===== src/rtl/handshake_slave.sv =====
// handshake_slave: valid/ready receiver with a 2-entry FIFO drained by a valid/pop consumer.
// Define HS_SLAVE_CNT_EN to add the 16-bit xfer_cnt push counter output.
module handshake_slave #(
    parameter int DATA_W = 32
) (
    input  logic              clk,
    input  logic              rst_n,
    input  logic              valid,
    input  logic [DATA_W-1:0] data_in,
    output logic              ready,
    output logic              out_valid,
    output logic [DATA_W-1:0] data_out,
    input  logic              rd_en,
    output logic              overflow_err
`ifdef HS_SLAVE_CNT_EN
    ,
    output logic [15:0]       xfer_cnt
);
`else
);
`endif

    typedef enum logic [1:0] {EMPTY, ONE, FULL} state_t;

    state_t            state, state_next;
    logic [DATA_W-1:0] entry1, data_q;
    logic              push, pop, load0, load1, shift, stall_q, stall_bad;

    // data_out is entry0 itself, so the head word is always a flop output
    always_ff @(posedge clk) begin
        if (!rst_n) begin
            state        <= EMPTY;
            ready        <= 1'b0;
            data_out     <= '0;
            entry1       <= '0;
            stall_q      <= 1'b0;
            data_q       <= '0;
            overflow_err <= 1'b0;
        end else begin
            state        <= state_next;
            ready        <= state_next != FULL;
            data_out     <= load0 ? data_in : shift ? entry1 : data_out;
            entry1       <= load1 ? data_in : entry1;
            stall_q      <= valid & ~ready;
            data_q       <= data_in;
            overflow_err <= overflow_err | stall_bad;
        end
    end

    always_comb begin
        state_next = state == EMPTY ? (push ? ONE : EMPTY) :
                     state == ONE   ? (push & ~pop ? FULL : pop & ~push ? EMPTY : ONE) :
                     state == FULL  ? (pop ? ONE : FULL) : EMPTY;
    end

    always_comb begin
        out_valid = state != EMPTY;
        push      = valid & ready;
        pop       = rd_en & out_valid;
        load0     = push & (state == EMPTY | pop);
        load1     = push & ~pop & state == ONE;
        shift     = pop & state == FULL;
        // a stalled master must keep valid high and data_in stable until accepted
        stall_bad = stall_q & ~ready & (~valid | data_in != data_q);
    end

`ifdef HS_SLAVE_CNT_EN
    always_ff @(posedge clk) begin
        if (!rst_n)
            xfer_cnt <= '0;
        else if (push)
            xfer_cnt <= xfer_cnt + 16'd1;
    end
`endif

endmodule


===== config.mk =====
export PLATFORM = sky130hd
export DESIGN_NAME = handshake_slave
export DESIGN_NICKNAME = d
export VERILOG_FILES = /design/src/rtl/handshake_slave.sv
export SDC_FILE = /design/constraint.sdc
export NUM_CORES = 1
export LEC_CHECK = 0
export ABC_CLOCK_PERIOD_IN_PS = 2850
export CAP_MARGIN = 20
export CELL_PAD_IN_SITES_DETAIL_PLACEMENT = 0
export CELL_PAD_IN_SITES_GLOBAL_PLACEMENT = 2
export CORE_UTILIZATION = 35
export CTS_CLUSTER_DIAMETER = 50
export DETAILED_ROUTE_END_ITERATION = 6
export HOLD_SLACK_MARGIN = 0.02
export PLACE_DENSITY = 0.9
export SLEW_MARGIN = 25
export SYNTH_ARGS = -nofsm -noshare
export SYNTH_HDL_FRONTEND = slang
export SYNTH_SLANG_ARGS = --single-unit

===== constraint.sdc =====
create_clock -name clk -period 2.85 [get_ports clk]
set_input_delay 0.57 -clock clk [delete_from_list [all_inputs] [get_ports clk]]
set_output_delay 0.57 -clock clk [all_outputs]
set_load 0.02 [all_outputs]

# Word-level counts from Yosys, hierarchy flattened
# Index checks and enable logic that the tools add are counted.
[op_classes]
muxes = 9
n_reduce_logical = 3
n_eq_ne = 4
bitwise = 17
[op_table]
columns = ["operator", "n"]
rows = [
  ["$mux W32", 2],
  ["$ne A32 B32 Y1", 1],
  ["$and A1 B1 Y1", 10],
  ["$mux W2", 5],
  ["$not A1 Y1", 4],
  ["$reduce_bool A2 Y1", 2],
  ["$or A1 B1 Y1", 3],
  ["$eq A2 B1 Y1 const B", 1],
  ["$eq A2 B2 Y1 const B", 1],
  ["$logic_not A2 Y1", 1],
  ["$mux W1", 2],
  ["$ne A2 B2 Y1 const B", 1],
]
[word_totals]
output_inout_bits = 35
register_bits = 101
inputBits = 36
word_cells = 40

# Depth between registers and ports, before layout
# Gate-level depths: netlist (run 1).
[logic_depth]
depth_word = 8
depth_mapped = 10
depth_no_buf = 8

# Worst setup path after synthesis (run 1)
# OpenSTA, ideal clock, no wires.
[synth_path]
kind = "in2reg"
from = "input valid"
to = "register ready"
arrival_time_ns = 1.611
path_stages = 7
n_path_buf = 2
slack_ns = 1.123
path_cell_list = "and2_1 ha_1 nand2_1 or2_1 buf_2 buf_2 o211a_1"
[synth_between]
elab_chain_len = 8
elab_cells_between_ends = 10
[synth_lines]
columns = ["item", "line_no", "source"]
rows = [
  ["start, declared", "8", "input logic valid,"],
  ["$and A1 B1 Y1 (*)", "58", "push = valid & ready;"],
  ["$not A1 Y1", "52", "state == ONE ? (push & ~pop ? FULL : pop & ~push ? EMPTY : ONE) :"],
  ["$and A1 B1 Y1", "52", ""],
  ["$mux W1", "52", ""],
  ["$mux W2 (2 in series)", "52", ""],
  ["$mux W2 (*)", "51", "state_next = state == EMPTY ? (push ? ONE : EMPTY) :"],
  ["$ne A2 B2 Y1 (*)", "41", "ready <= state_next != FULL;"],
  ["end signal, assigned", "33", "ready <= 1'b0;"],
  ["end signal, assigned", "41", ""],
  ["end, declared", "10", "output logic ready,"],
]
# Mark *: on every way between the ends. The rest lies on a longest branch, timed or not.
# A chain may end at the register's enable or synchronous reset.

# Final worst setup path (run 1)
[layout_path]
from = "register state[1]"
to = "output out_valid"
[layout_between]
elab_chain_len = 1
[layout_lines]
columns = ["item", "line_no", "source"]
rows = [
  ["start, declared", "25", "state_t state, state_next;"],
  ["start signal, assigned", "40", "state <= state_next;"],
  ["$reduce_bool A2 Y1", "57", "out_valid = state != EMPTY;"],
  ["end, declared", "11", "output logic out_valid,"],
]
# Every way passes these cells.

==> results of run 1 <==
## cell usage after synthesis (all sizes together)
library cell | count | area [µm²]
nor3 | 1 | 5.000
dfxtp | 101 | 2022
nor4 | 6 | 37.54
nand2 | 100 | 375.4
nand4b | 1 | 8.760
or2 | 1 | 6.260
buf | 17 | 106.4
nor2 | 4 | 15.01
a21boi | 33 | 247.7
clkbuf | 11 | 41.29
xnor2 | 9 | 78.83
nand3b | 1 | 7.510
and2 | 34 | 214.0
and2b | 1 | 7.510
o21ai | 3 | 18.77
ha | 1 | 12.51
xor2 | 23 | 201.4
mux2i | 33 | 330.3
nand4 | 3 | 18.77
inv | 1 | 3.750
o211a | 33 | 330.3
a21oi | 1 | 5.000
## cell families (layout without fill, tap and decap cells)
logic type      count (synthesis)  in the layout  share of synthesized area (%)
compound gates                 70             70                          14.70
xor+xnor                       32             32                          6.846
fa+ha+maj                       1              1                         0.3056
buf+inv                        29             96                          3.698
flops                         101            101                          49.39
mux                            33             33                          8.069
simple gates                  152            152                          16.99
## power breakdown
| part | internal (mW) | switching [mW] | total, mW |
|---|---|---|---|
| combinational | 0.205 | 0.202 | 0.407 |
| clock | 0.591 | 0.517 | 1.11 |
| sequential | 1.48 | 0.0352 | 1.52 |
## registers in the layout, summed over array words and instances, names as in the netlist
name,count
stall_q,1
overflow_err,1
data_q,32
state,2
entry1,32
data_out,32
ready,1
## path summary, 6_finish.rpt
kind / start / endpoint / slack, ps / depth (start not counted)
setup / recovery: state[1] / out_valid / 670 / 3
hold / removal: entry1[14] / entry1[14] / 460 / 2
setup reg to reg: state[1] / entry1[8] / 860 / 9
hold reg to reg: entry1[14] / entry1[14] / 460 / 2
## worst max-delay path, cell delays in order, from the launching register on
cell and delay [ps]:
dfxtp_1 360, nor2_1 240, inv_1 120, clkdlybuf4s50_1 550
## routing by layer
| layer | global-route usage [%] | wire (µm) |
|---|---|---|
| met1 | 21.59 | 4386 |
| met3 | 3.469 | 392 |
| met4 | 3.947 | 91 |
| met2 | 25.80 | 4107 |
| met5 | 0 | 0 |
## cell usage in the layout, fill, tap and decap left out, types with 2 or more instances in the layout
cell / instances
nor2_1: 3
buf_12: 2
clkinv_2: 3
mux2i_1: 33
o211a_1: 33
clkbuf_16: 9
clkinv_4: 2
o21ai_0: 2
a21boi_0: 33
buf_4: 7
and2_1: 33
dfxtp_1: 101
nor4_1: 6
nand4_1: 3
clkdlybuf4s50_1: 69
nand2_1: 100
xor2_1: 23
xnor2_1: 9
## area by class of cell
cell class,count,area share [%]
Sequential cell,101,38.94
Clock buffer,10,4.410
Multi-Input combinational cell,288,37.18
Clock inverter,6,0.7711
Timing Repair Buffer,79,15.18
Tap cell,143,3.446
Inverter,1,0.07229
## metrics by stage
step / area [µm²] / setup WS, ps / total power [mW] / cells / hold WS, ps
finish: 5192 / 667.7 / 3.031 / 628 / 465.0
detailed placement: 4923 / 330.6 / 1.960 / 612 / 459.1
global placement: 4923 / 413.9 / 1.950 / 612 / 448.2
floorplan: 4094 / 1123 / 1.763 / 418 / 442.8
CTS: 5192 / 647.0 / 3.073 / 628 / 468.7
global route: 5192 / 491.6 / 3.182 / 628 / 485.8
==> impl_results.md, run 1 <==
* Status: completed
* CP Launch Type: flop
* # resized after CTS at 0
* Seq cells post-synth at 101
* Height of the die at 110.2 µm
* Total Neg Setup Slack at 0 ps
* Routed wire per std cell at 14.29 µm
* Multi-input gate area at 1931 µm²
* Row count at 39
* Diode count at 0
* Initial antenna violation count at 0
* Max Freq at 458.2 MHz
* Longest Clk Path Bufs at 2
* RSZ-0062 raised after global routing: no
* Crit Path Class: flop to primary output
* Final core occ at 45.47%
* CTS buffer count at 9
* Setup-violating endpoint count in the final report at 0
* P_leak at 2.455 nW
* Syn Std Cell Area at 4094 µm²
* DR iter-0 viols at 110
* Die area at 12130 µm²
* Gpl congestion at 0.7254
* I/O pin cnt at 71
* DRT Pass-1 Iters at 4
* Fin crit share at 76.57%
* Required @ worst endpoint at 2280 ps
* Yosys warns at 0
* CTS tree: built
* Final-report max-slew violation count at 0
* Sequential area share after synthesis at 49.39%
* Setup crit end kind: primary output
* Least-Margin Pin Slew at 725.5 ps
* DRT antenna net count at 0
* Global-route wire length before repair at 14.68 mm
* Area Overhead vs Synth at 26.83%
* VDD IR max at 335.4 µV
* Vias per cell at 4.783
* Vias in the first global route at 2867
* Max Cap Viol at 0
* Synth Area per Inst at 9.794 µm²
* Reg clk slew, reported paths at 70 ps
* Filler Cell Count at 1122
* Hold Path Class: flop to flop
* All-layer global routing usage at 15.94%
* Critical path peak fanout at 6
* Netlist cell types at 26
* Clock latency at the later pin of the worst-skew pair at 340 ps
* Setup Buffers After CTS at 0
* Slew HR at 51.45%
* Final Hold Viols at 0
* Vias at 3004
* Gate Count Post-Synth at 418
* Layout cells sized above 1 at 5.773%
* Post-DP HPWL at 6.303 mm
* Root Buffer: clkbuf_16
* Sequential Area at 2022 µm²
* Crit path time final at 2182 ps
* Sink Count at 101
* Final wirelength at 8.977 mm
* Port Buffers at 70
* Die width at 110.2 µm
* Drt drc at 0
* Core footprint at 11420 µm²
* Worst Path Arrival at 1610 ps
* CTS H-tree lvls at 3
* Pwr dens at 583.7 nW/µm²
* Total gr overflow at 0
* Net Count, Synth at 455
* Pin count of the biggest net entering global routing at 41
* Initial Utilization at 35.85%
* Fin Clk Skew at 9.316 ps
* Fin nets at 517
* Cts hold-fix bufs at 0
Power figures use the tool's default switching activity.
==> run 2, diff against run 1 <==
- ABC_CLOCK_PERIOD_IN_PS: 2850 -> 2000
- CORE_UTILIZATION: 35 -> 29
- PLACE_DENSITY: 0.9 -> 0.8
- clock period: 2.85 -> 2 ns (I/O delays scaled with it)
==> impl_results.md, run 2 (synthesis results as in run 1) <==
* Post-DP HPWL at 6.950 mm (+10%)
* Root Buffer: clkbuf_16
* P_leak at 2.598 nW (+5.8%)
* Setup-violating endpoint count in the final report at 0 (unchanged)
* DRT antenna net count at 0 (unchanged)
* Required @ worst endpoint at 1600 ps (-680 ps)
* Clock latency at the later pin of the worst-skew pair at 340 ps (about the same)
* Critical path peak fanout at 4 (-2)
* Die area at 14600 µm² (+20%)
* CTS H-tree lvls at 3 (unchanged)
* DR iter-0 viols at 163 (+48%)
* Initial antenna violation count at 0 (unchanged)
* Sequential Area at 2022 µm² (unchanged)
* Routed wire per std cell at 14.21 µm (-0.61%)
* Status: completed
* Slew HR at 75.89% (+24 points)
* Hold Path Class: input port to flop
* Row count at 43 (+10%)
* Die width at 120.8 µm (+9.7%)
* Largest regs: data_out (32), data_q (32), entry1 (32)
* Pin count of the biggest net entering global routing at 39 (-4.9%)
* Sink Count at 101 (unchanged)
* Multi-input gate area at 1931 µm² (unchanged)
* Fin nets at 539 (+4.3%)
* Worst Path Arrival at 1400 ps (-210 ps)
* Delay-heaviest family, CP: buffers and inverters
* CTS buffer count at 9 (unchanged)
* Fin crit share at 89.89%
* Max Cap Viol at 0 (unchanged)
* Final wirelength at 9.760 mm (+8.7%)
* Critical-path top delay cell: clkdlybuf4s50_1
* Reg clk slew, reported paths at 70 ps (about the same)
* VDD IR max at 394.5 µV (+18%)
* Layout cells sized above 1 at 10.06% (+4.3 points)
* Initial Utilization at 29.61% (-6.2 points)
* Cts hold-fix bufs at 0 (unchanged)
* CP Cell Sequence: clkdlybuf4s50_1
* Critical path buffers and inverters at 1 (-1)
* Slowest stage delay, CP at 640 ps (+90 ps)
* Crit path time final at 1798 ps
* Setup crit end kind: primary output
* Diode count at 0 (unchanged)
* Drt drc at 0 (unchanged)
* CP Launch Type: flop
* I/O pin cnt at 71 (unchanged)
* Fin cells at 687 (+9.4%)
* Filler Cell Count at 1348 (+20%)
* Fin Clk Skew at 8.492 ps (-0.8243 ps)
* Vias at 3085 (+2.7%)
* Final Hold Viols at 0 (unchanged)
* Global-route wire length before repair at 16.01 mm (+9.0%)
* All-layer global routing usage at 14.47% (-1.5 points)
* Longest Clk Path Bufs at 2 (unchanged)
* Height of the die at 120.8 µm (+9.7%)
* CTS tree: built
* DRT Pass-1 Iters at 4 (unchanged)
* Crit Path Class: flop to primary output
* Commonest non-fill, non-tap cell in the layout: dfxtp_1
* Final hold slack at 383.8 ps (-81.19 ps)
* Pwr dens at 824.4 nW/µm² (+41%)
* Most frequent cells in the layout: 101 x dfxtp_1, 100 x nand2_1, 68 x clkdlybuf4s50_1
* RSZ-0062 raised after global routing: no
* Total gr overflow at 0 (unchanged)
* Placed cell count at 671 (+9.6%)
* Port Buffers at 70 (unchanged)
* Max Freq at 556.2 MHz
* Vias in the first global route at 2956 (+3.1%)
* Vias per cell at 4.491 (-6.1%)
* Final-report max-slew violation count at 0 (unchanged)
* Core footprint at 13830 µm² (+21%)
* Least-Margin Pin Slew at 358.4 ps (-367.1 ps)
* Setup Buffers After CTS at 0 (unchanged)
* Gpl congestion at 0.7228 (-0.36%)
* Area Overhead vs Synth at 33.44%
## run 2: metal layers
metal | vias up | global-route usage, % | part of all wire [%]
met5 | - | 0 | 0
met4 | 0 | 4.398 | 1.2
met3 | 10 | 3.208 | 4.7
met2 | 64 | 21.66 | 44
met1 | 1441 | 20.58 | 50
li1 | 1570 | - | -
## run 2: final timing paths
path | start | to | slack (ps) | depth (start not counted)
setup / recovery | ready | ready | 200 | 1
hold / removal | rst_n | stall_q | 380 | 3
setup reg to reg | state[1] | state[1] | 230 | 8
hold reg to reg | entry1[8] | entry1[8] | 460 | 2
## run 2: power breakdown
part	total, mW	internal, mW	switching, mW
sequential	2.16	2.11	0.0525
clock	1.72	0.964	0.756
combinational	0.621	0.321	0.301
## run 2: timing repair
item | 4_1_cts | 5_1_grt
setup endpoints to repair | 1 | 0
hold endpoints to repair | 0 | 0
gates resized for setup | 1 | 0
## run 2: stage by stage
stage          setup WS (ps)  total power [mW]  util [%]  setup TNS (ps)  area, µm²
4_1_cts                200.0             4.570     39.51               0       5463
2_1_floorplan          303.0             2.513         -               0       4094
5_1_grt                21.05             4.719     39.51               0       5463
3_5_place_dp          -115.5             2.839     37.41           -1273       5172
3_3_place_gp          -124.7             2.829     37.41          -124.7       5172
6_report               202.2             4.503     39.51               0       5463
## run 2: worst min-delay path, delay by kind of cell
family        cells  cell delay, ps
buf+inv           1             170
simple gates      2             110
## run 2: layout make-up
class,instances,area share [%]
inverters,1,0.06871
well taps,180,4.123
flip-flops and latches,101,37.01
multi-input cells,288,35.34
clock inverters,7,1.214
repair buffers,101,18.12
clock buffers,9,4.123
